===== config.mk =====
export PLATFORM = sky130hd
export DESIGN_NAME = if_prefetch_unit
export DESIGN_NICKNAME = d
export VERILOG_FILES = /design/src/rtl/if_prefetch_unit.sv
export SDC_FILE = /design/constraint.sdc
export NUM_CORES = 1
export LEC_CHECK = 0
export CAP_MARGIN = 15
export CORE_UTILIZATION = 25
export CTS_BUF_LIST = sky130_fd_sc_hd__clkbuf_8 sky130_fd_sc_hd__clkbuf_16
export CTS_CLUSTER_SIZE = 24
export DETAILED_ROUTE_END_ITERATION = 6
export SYNTH_ARGS = -nofsm -noshare
export SYNTH_HDL_FRONTEND = slang
export SYNTH_SLANG_ARGS = --single-unit

===== constraint.sdc =====
create_clock -name clk_i -period 4.92 [get_ports clk_i]
set_input_delay 0.984 -clock clk_i [delete_from_list [all_inputs] [get_ports clk_i]]
set_output_delay 0.984 -clock clk_i [all_outputs]
set_load 0.02 [all_outputs]

===== src/rtl/if_prefetch_unit.sv =====
// if_prefetch_unit: instruction-fetch stage with a DEPTH-entry prefetch queue
// between the Wishbone classic instruction port and IF/ID (valid/ready).
// Optional build macro: IF_PREFETCH_BYPASS_EN. When it is defined, an ack that
// arrives while the queue is empty is presented to IF/ID in the same cycle.
module if_prefetch_unit #(
    parameter logic [31:0] RESET_ADDR = 32'h8000_0000,
    parameter int unsigned DEPTH      = 4
) (
    input  logic                     clk_i,
    input  logic                     rst_i,
    input  logic [31:0]              br_j_addr_i,
    input  logic [31:0]              exception_addr_i,
    input  logic [1:0]               sel_addr_i,
    input  logic                     instr_ready_i,
    output logic                     instr_valid_o,
    output logic [31:0]              instruction_o,
    output logic [31:0]              pc_o,
    output logic                     e_inst_access_fault_o,
    output logic [$clog2(DEPTH):0]   occupancy_o,
    input  logic [31:0]              wbm_dat_i,
    input  logic                     wbm_ack_i,
    input  logic                     wbm_err_i,
    output logic                     wbm_cyc_o,
    output logic                     wbm_stb_o,
    output logic [31:0]              wbm_addr_o
);

    localparam int unsigned   AW   = $clog2(DEPTH);
    localparam int unsigned   CW   = AW + 1;
    localparam logic [CW-1:0] FULL = CW'(DEPTH);
    localparam logic [31:0]   NOP  = 32'h0000_0013;

    typedef enum logic [1:0] {S_IDLE, S_BUS, S_DISCARD, S_HALT} state_t;

    state_t         r_state, w_state_n;
    logic [31:0]    r_fetch_pc;
    logic [31:0]    r_addr;
    logic [AW-1:0]  r_rd_ptr, r_wr_ptr;
    logic [CW-1:0]  r_count;
    logic [31:0]    r_pc_mem  [DEPTH];
    logic [31:0]    r_ins_mem [DEPTH];
    logic [DEPTH-1:0] r_flt_mem;

    logic           w_redirect;
    logic [31:0]    w_target;
    logic           w_resp;
    logic           w_in_bus;
    logic           w_q_valid;
    logic           w_pop;
    logic           w_bypass;
    logic           w_push;
    logic [CW-1:0]  w_count_n;
    logic           w_issue;
    logic [31:0]    w_issue_pc;

    assign w_redirect = |sel_addr_i;
    assign w_target   = sel_addr_i[1] ? exception_addr_i : br_j_addr_i;
    assign w_resp     = wbm_ack_i | wbm_err_i;
    assign w_in_bus   = (r_state == S_BUS);
    assign w_q_valid  = (r_count != '0);
    assign w_pop      = w_q_valid && instr_ready_i;

`ifdef IF_PREFETCH_BYPASS_EN
    assign w_bypass = w_in_bus && wbm_ack_i && !wbm_err_i && !w_redirect && !w_q_valid;
`else
    assign w_bypass = 1'b0;
`endif

    // A bypassed beat that IF/ID accepts immediately never occupies a slot.
    assign w_push    = w_in_bus && w_resp && !w_redirect && !(w_bypass && instr_ready_i);
    assign w_count_n = r_count + CW'(w_push) - CW'(w_pop);

    assign wbm_cyc_o   = (r_state == S_BUS) || (r_state == S_DISCARD);
    assign wbm_stb_o   = wbm_cyc_o;
    assign wbm_addr_o  = r_addr;
    assign occupancy_o = r_count;

    // Fetch FSM state register.
    always_ff @(posedge clk_i or posedge rst_i) begin
        if (rst_i) r_state <= S_IDLE;
        else       r_state <= w_state_n;
    end

    // Next state and request issue; a request is only issued when a slot is free for it.
    always_comb begin
        w_state_n  = r_state;
        w_issue    = 1'b0;
        w_issue_pc = r_fetch_pc;
        case (r_state)
            S_IDLE: begin
                if (w_redirect) begin
                    w_state_n  = S_BUS;
                    w_issue    = 1'b1;
                    w_issue_pc = w_target;
                end else if (r_count < FULL) begin
                    w_state_n = S_BUS;
                    w_issue   = 1'b1;
                end
            end
            S_BUS: begin
                if (w_redirect) begin
                    w_state_n = w_resp ? S_IDLE : S_DISCARD;
                end else if (wbm_err_i) begin
                    w_state_n = S_HALT;
                end else if (wbm_ack_i) begin
                    if (w_count_n < FULL) begin
                        w_issue    = 1'b1;
                        w_issue_pc = r_fetch_pc + 32'd4;
                    end else begin
                        w_state_n = S_IDLE;
                    end
                end
            end
            S_DISCARD: begin
                if (w_resp) w_state_n = S_IDLE;
            end
            S_HALT: begin
                if (w_redirect) begin
                    w_state_n  = S_BUS;
                    w_issue    = 1'b1;
                    w_issue_pc = w_target;
                end
            end
            default: w_state_n = S_IDLE;
        endcase
    end

    // Fetch pc tracks the outstanding request; the bus address is latched at issue so it
    // stays stable through DISCARD even though fetch_pc already points at the new target.
    always_ff @(posedge clk_i or posedge rst_i) begin
        if (rst_i) begin
            r_fetch_pc <= RESET_ADDR;
            r_addr     <= '0;
        end else begin
            if (w_redirect)
                r_fetch_pc <= w_target;
            else if (w_in_bus && wbm_ack_i && !wbm_err_i)
                r_fetch_pc <= r_fetch_pc + 32'd4;
            if (w_issue)
                r_addr <= w_issue_pc & 32'hFFFF_FFFC;
        end
    end

    // Queue pointers and occupancy; a redirect flush overrides any push or pop.
    always_ff @(posedge clk_i or posedge rst_i) begin
        if (rst_i) begin
            r_rd_ptr <= '0;
            r_wr_ptr <= '0;
            r_count  <= '0;
        end else if (w_redirect) begin
            r_rd_ptr <= '0;
            r_wr_ptr <= '0;
            r_count  <= '0;
        end else begin
            if (w_push) r_wr_ptr <= r_wr_ptr + AW'(1);
            if (w_pop)  r_rd_ptr <= r_rd_ptr + AW'(1);
            r_count <= w_count_n;
        end
    end

    // Queue storage; bus errors are stored as a NOP tagged with the fault bit.
    always_ff @(posedge clk_i) begin
        if (w_push) begin
            r_pc_mem[r_wr_ptr]  <= r_fetch_pc;
            r_ins_mem[r_wr_ptr] <= wbm_err_i ? NOP : wbm_dat_i;
            r_flt_mem[r_wr_ptr] <= wbm_err_i;
        end
    end

    // Head-of-queue outputs, forced to zero while empty; optional same-cycle bypass.
    always_comb begin
        instr_valid_o         = w_q_valid;
        instruction_o         = w_q_valid ? r_ins_mem[r_rd_ptr] : '0;
        pc_o                  = w_q_valid ? r_pc_mem[r_rd_ptr]  : '0;
        e_inst_access_fault_o = w_q_valid && r_flt_mem[r_rd_ptr];
        if (w_bypass) begin
            instr_valid_o         = 1'b1;
            instruction_o         = wbm_dat_i;
            pc_o                  = r_fetch_pc;
            e_inst_access_fault_o = 1'b0;
        end
    end

endmodule


==> out/qor.yml <==
area_delta_synth_final_pct: 28.0
hold_buffers: 0
postRouteAntennaNets: 0
crit_path_end_kind: "flop"
grt_max_degree: 67
gp_congestion: 0.809
async_reset_ff_share_pct: 21.5
finalSetupTns_ns: 0
wl_met3_um: 3170
path_buf_inv: 4
path_depth: 14
hold_class: "reg2reg"
synth_top_area_cell: "edfxtp_1"
post-route-min-period_ns: 4.20
core_um2: 59400
grt-ovfl-total: 0
fillCellCount: 5846
maxCapViolCount: 0
drc: 0
status: "finished clean"
max_freq_mhz: 238
port_buffers: 203
clkSinkCount: 331
insertion_delay_ns: 0.55
numCtsBuffers: 39
cp_common_cell: "inv_1"
most-common-layout-cells: "edfxtp_1, clkdlybuf4s50_1, a21oi_1"
ys.flop_type: "edfxtp_1"
multiInputGateArea_um2: 5110
rsz0062_at_grt: "no"
ir_worst_vdd_uv: 221
drt_first_pass_iters: 7
cts_setup_buffers: 0
track_usage_pct: 14.3
hold_violations: 0
drt-met1-wl_um: 18800
cpMaxStageDelayCell: "clkdlybuf4s50_1"
vias: 9949
crit_path_end: "wbm_addr_o[25]"
synth_cell_types: 65
required_ns: 5.37
nNetsFinal: 1405
skew_ns: 0.0183
pwr_density_cell_nw_per_um2: 439
slew_headroom_pct: 25.7
via_per_inst: 4.76
slew_violations: 0
cp.arrival_ns: 4.64
die_y_um: 248
rr_endpoint: "wbm_addr_o[25]"
reg2reg_depth: 12
final-setup-viol-count: 0
grt_pass1_wl_um: 64900
synth_cells: 1100
htreeDepth: 2
startpoint: "wbm_ack_i"
yosysSeqAreaShare_pct: 63.4
wl_per_cell_um: 21.1
layout_commonest_cell: "edfxtp_1"
initial_utilization_pct: 25.5
antenna_found_initial: 4
critPathTopFamily: "simple AND/OR/NAND/NOR gates"
cts-root-buf: "clkbuf_16"
cp_cell_sequence: "clkdlybuf4s50_1, o21ai_0, nor2_1, inv_1, ha_1, inv_1, ha_1, inv_1, fa_1, xor3_2, o221ai_1, and2_1, nand2_1, o211ai_1"
hpwlAfterDp_um: 28500
synth.area.top_cells: "edfxtp_1, dfrtp_1, mux4_2"
drive_gt1_share_pct: 13.9
wirelength_um: 44200
drt_iter0_drc: 846
met2_length_um: 21300
max_stage_delay_ns: 0.64
clk_path_buf_depth: 3
rows: 89
critPathLaunchType: "input port"
grt_pass1_vias: 10100
worst_pin_slew_ns: 1.11
highest_layer: "met5"
power_w: 0.00849
cts_tree: "done"
cts_resized: 0
syn_area_um2: 15100
timing.final.crit_share_pct: 85.3
crit_fanout: 11
leakage_nw: 6.43
synth_edf_count: 260
r2r_slack_ns: 1.11
path_clk_slew_ns: 0.06
ys_seq_elements: 331
synth_top_area_share_pct: 51.6
yosys_warnings: 0
io_pins: 206
syn_avg_cell_area_um2: 13.7
die_area_um2: 61500
chipWidth_um: 248
layout.area.seq_um2: 9590
r2r_start: "occupancy_o[1]"
worst-setup-path-type: "in2reg"
[cell usage after synthesis (all sizes together) (11+ instances only)]
cell,count
dfrtp,70
clkbuf,55
edfxtp,260
and2,77
nand3,16
nand2,86
nand4,21
inv,15
nor2,61
nor2b,32
mux4,65
a21oi,102
xor2,11
o21ai,61
ha,12
xnor2,24
buf,24
[worst min-delay path by stage]
stage	start	endpoint	slack, ns	cells after the start
3_5_place_dp	wbm_addr_o[6]	wbm_addr_o[6]	0.47	2
6_report	wbm_addr_o[6]	wbm_addr_o[6]	0.49	2
5_1_grt	wbm_addr_o[6]	wbm_addr_o[6]	0.51	2
2_1_floorplan	r_fetch_pc[10]	r_pc_mem[0][10]	0.47	0
3_3_place_gp	wbm_addr_o[8]	wbm_addr_o[8]	0.46	2
4_1_cts	wbm_addr_o[6]	wbm_addr_o[6]	0.49	2
[report_power, final]
| part | switching (W) | total, W | internal [W] |
|---|---|---|---|
| registers | 0.000229 | 0.00352 | 0.00329 |
| clock network | 0.00118 | 0.00311 | 0.00194 |
| logic | 0.00111 | 0.00186 | 0.000756 |
| total | 0.00251 | 0.00849 | 0.00598 |
[state kept, by name, summed over array words and instances, names as in the netlist]
signal       count
r_ins_mem      128
r_pc_mem       128
r_fetch_pc      32
wbm_addr_o      30
r_flt_mem        4
occupancy_o      3
r_rd_ptr         2
r_state          2
r_wr_ptr         2
[cell families (layout without fill, tap and decap cells)]
kind of cell    count (synthesis)  count (layout)  synth area share (%)
compound gates                198             198                  7.12
xor+xnor                       36              36                  2.19
fa+ha+maj                      13              13                  1.13
buf+inv                        94             310                  2.93
flops                         331             331                  63.4
mux                            80              80                  10.7
other cells                     1               4                0.0248
simple gates                  347             347                  12.5
[worst min-delay path: cells and delay by family, from the launching register on]
kind               cells  cell delay, ns
DFF                    1            0.35
and+or+nand+nor        1            0.06
AOI/OAI and AO/OA      1            0.05
[final cells by class]
| type | instances | area share [%] |
|---|---|---|
| sequential | 331 | 49.6 |
| clock inverter | 28 | 1.84 |
| inverter | 15 | 0.297 |
| clock buffer | 41 | 5.30 |
| tap | 773 | 5.00 |
| antenna | 2 | 0.0259 |
| timing repair buffer | 226 | 11.6 |
| multi-input combinational | 676 | 26.4 |
[through the flow]
step	cell area (um2)	std cells	hold WS [ns]	util (%)	setup WS [ns]
6_report	19400	2092	0.488	32.6	0.723
5_1_grt	19300	2090	0.507	32.6	0.490
4_1_cts	19300	2090	0.488	32.6	0.699
3_5_place_dp	18000	2021	0.474	30.3	0.243
2_1_floorplan	15100	1101	0.471	-	0.632
3_3_place_gp	18000	2021	0.464	30.3	0.372
[routing by layer]
layer	global-route usage, %	vias up
met4	3.70	2
met2	24.1	404
met5	0	-
met1	18.7	5016
li1	-	4478
met3	2.81	49
Power figures use the tool's default switching activity.
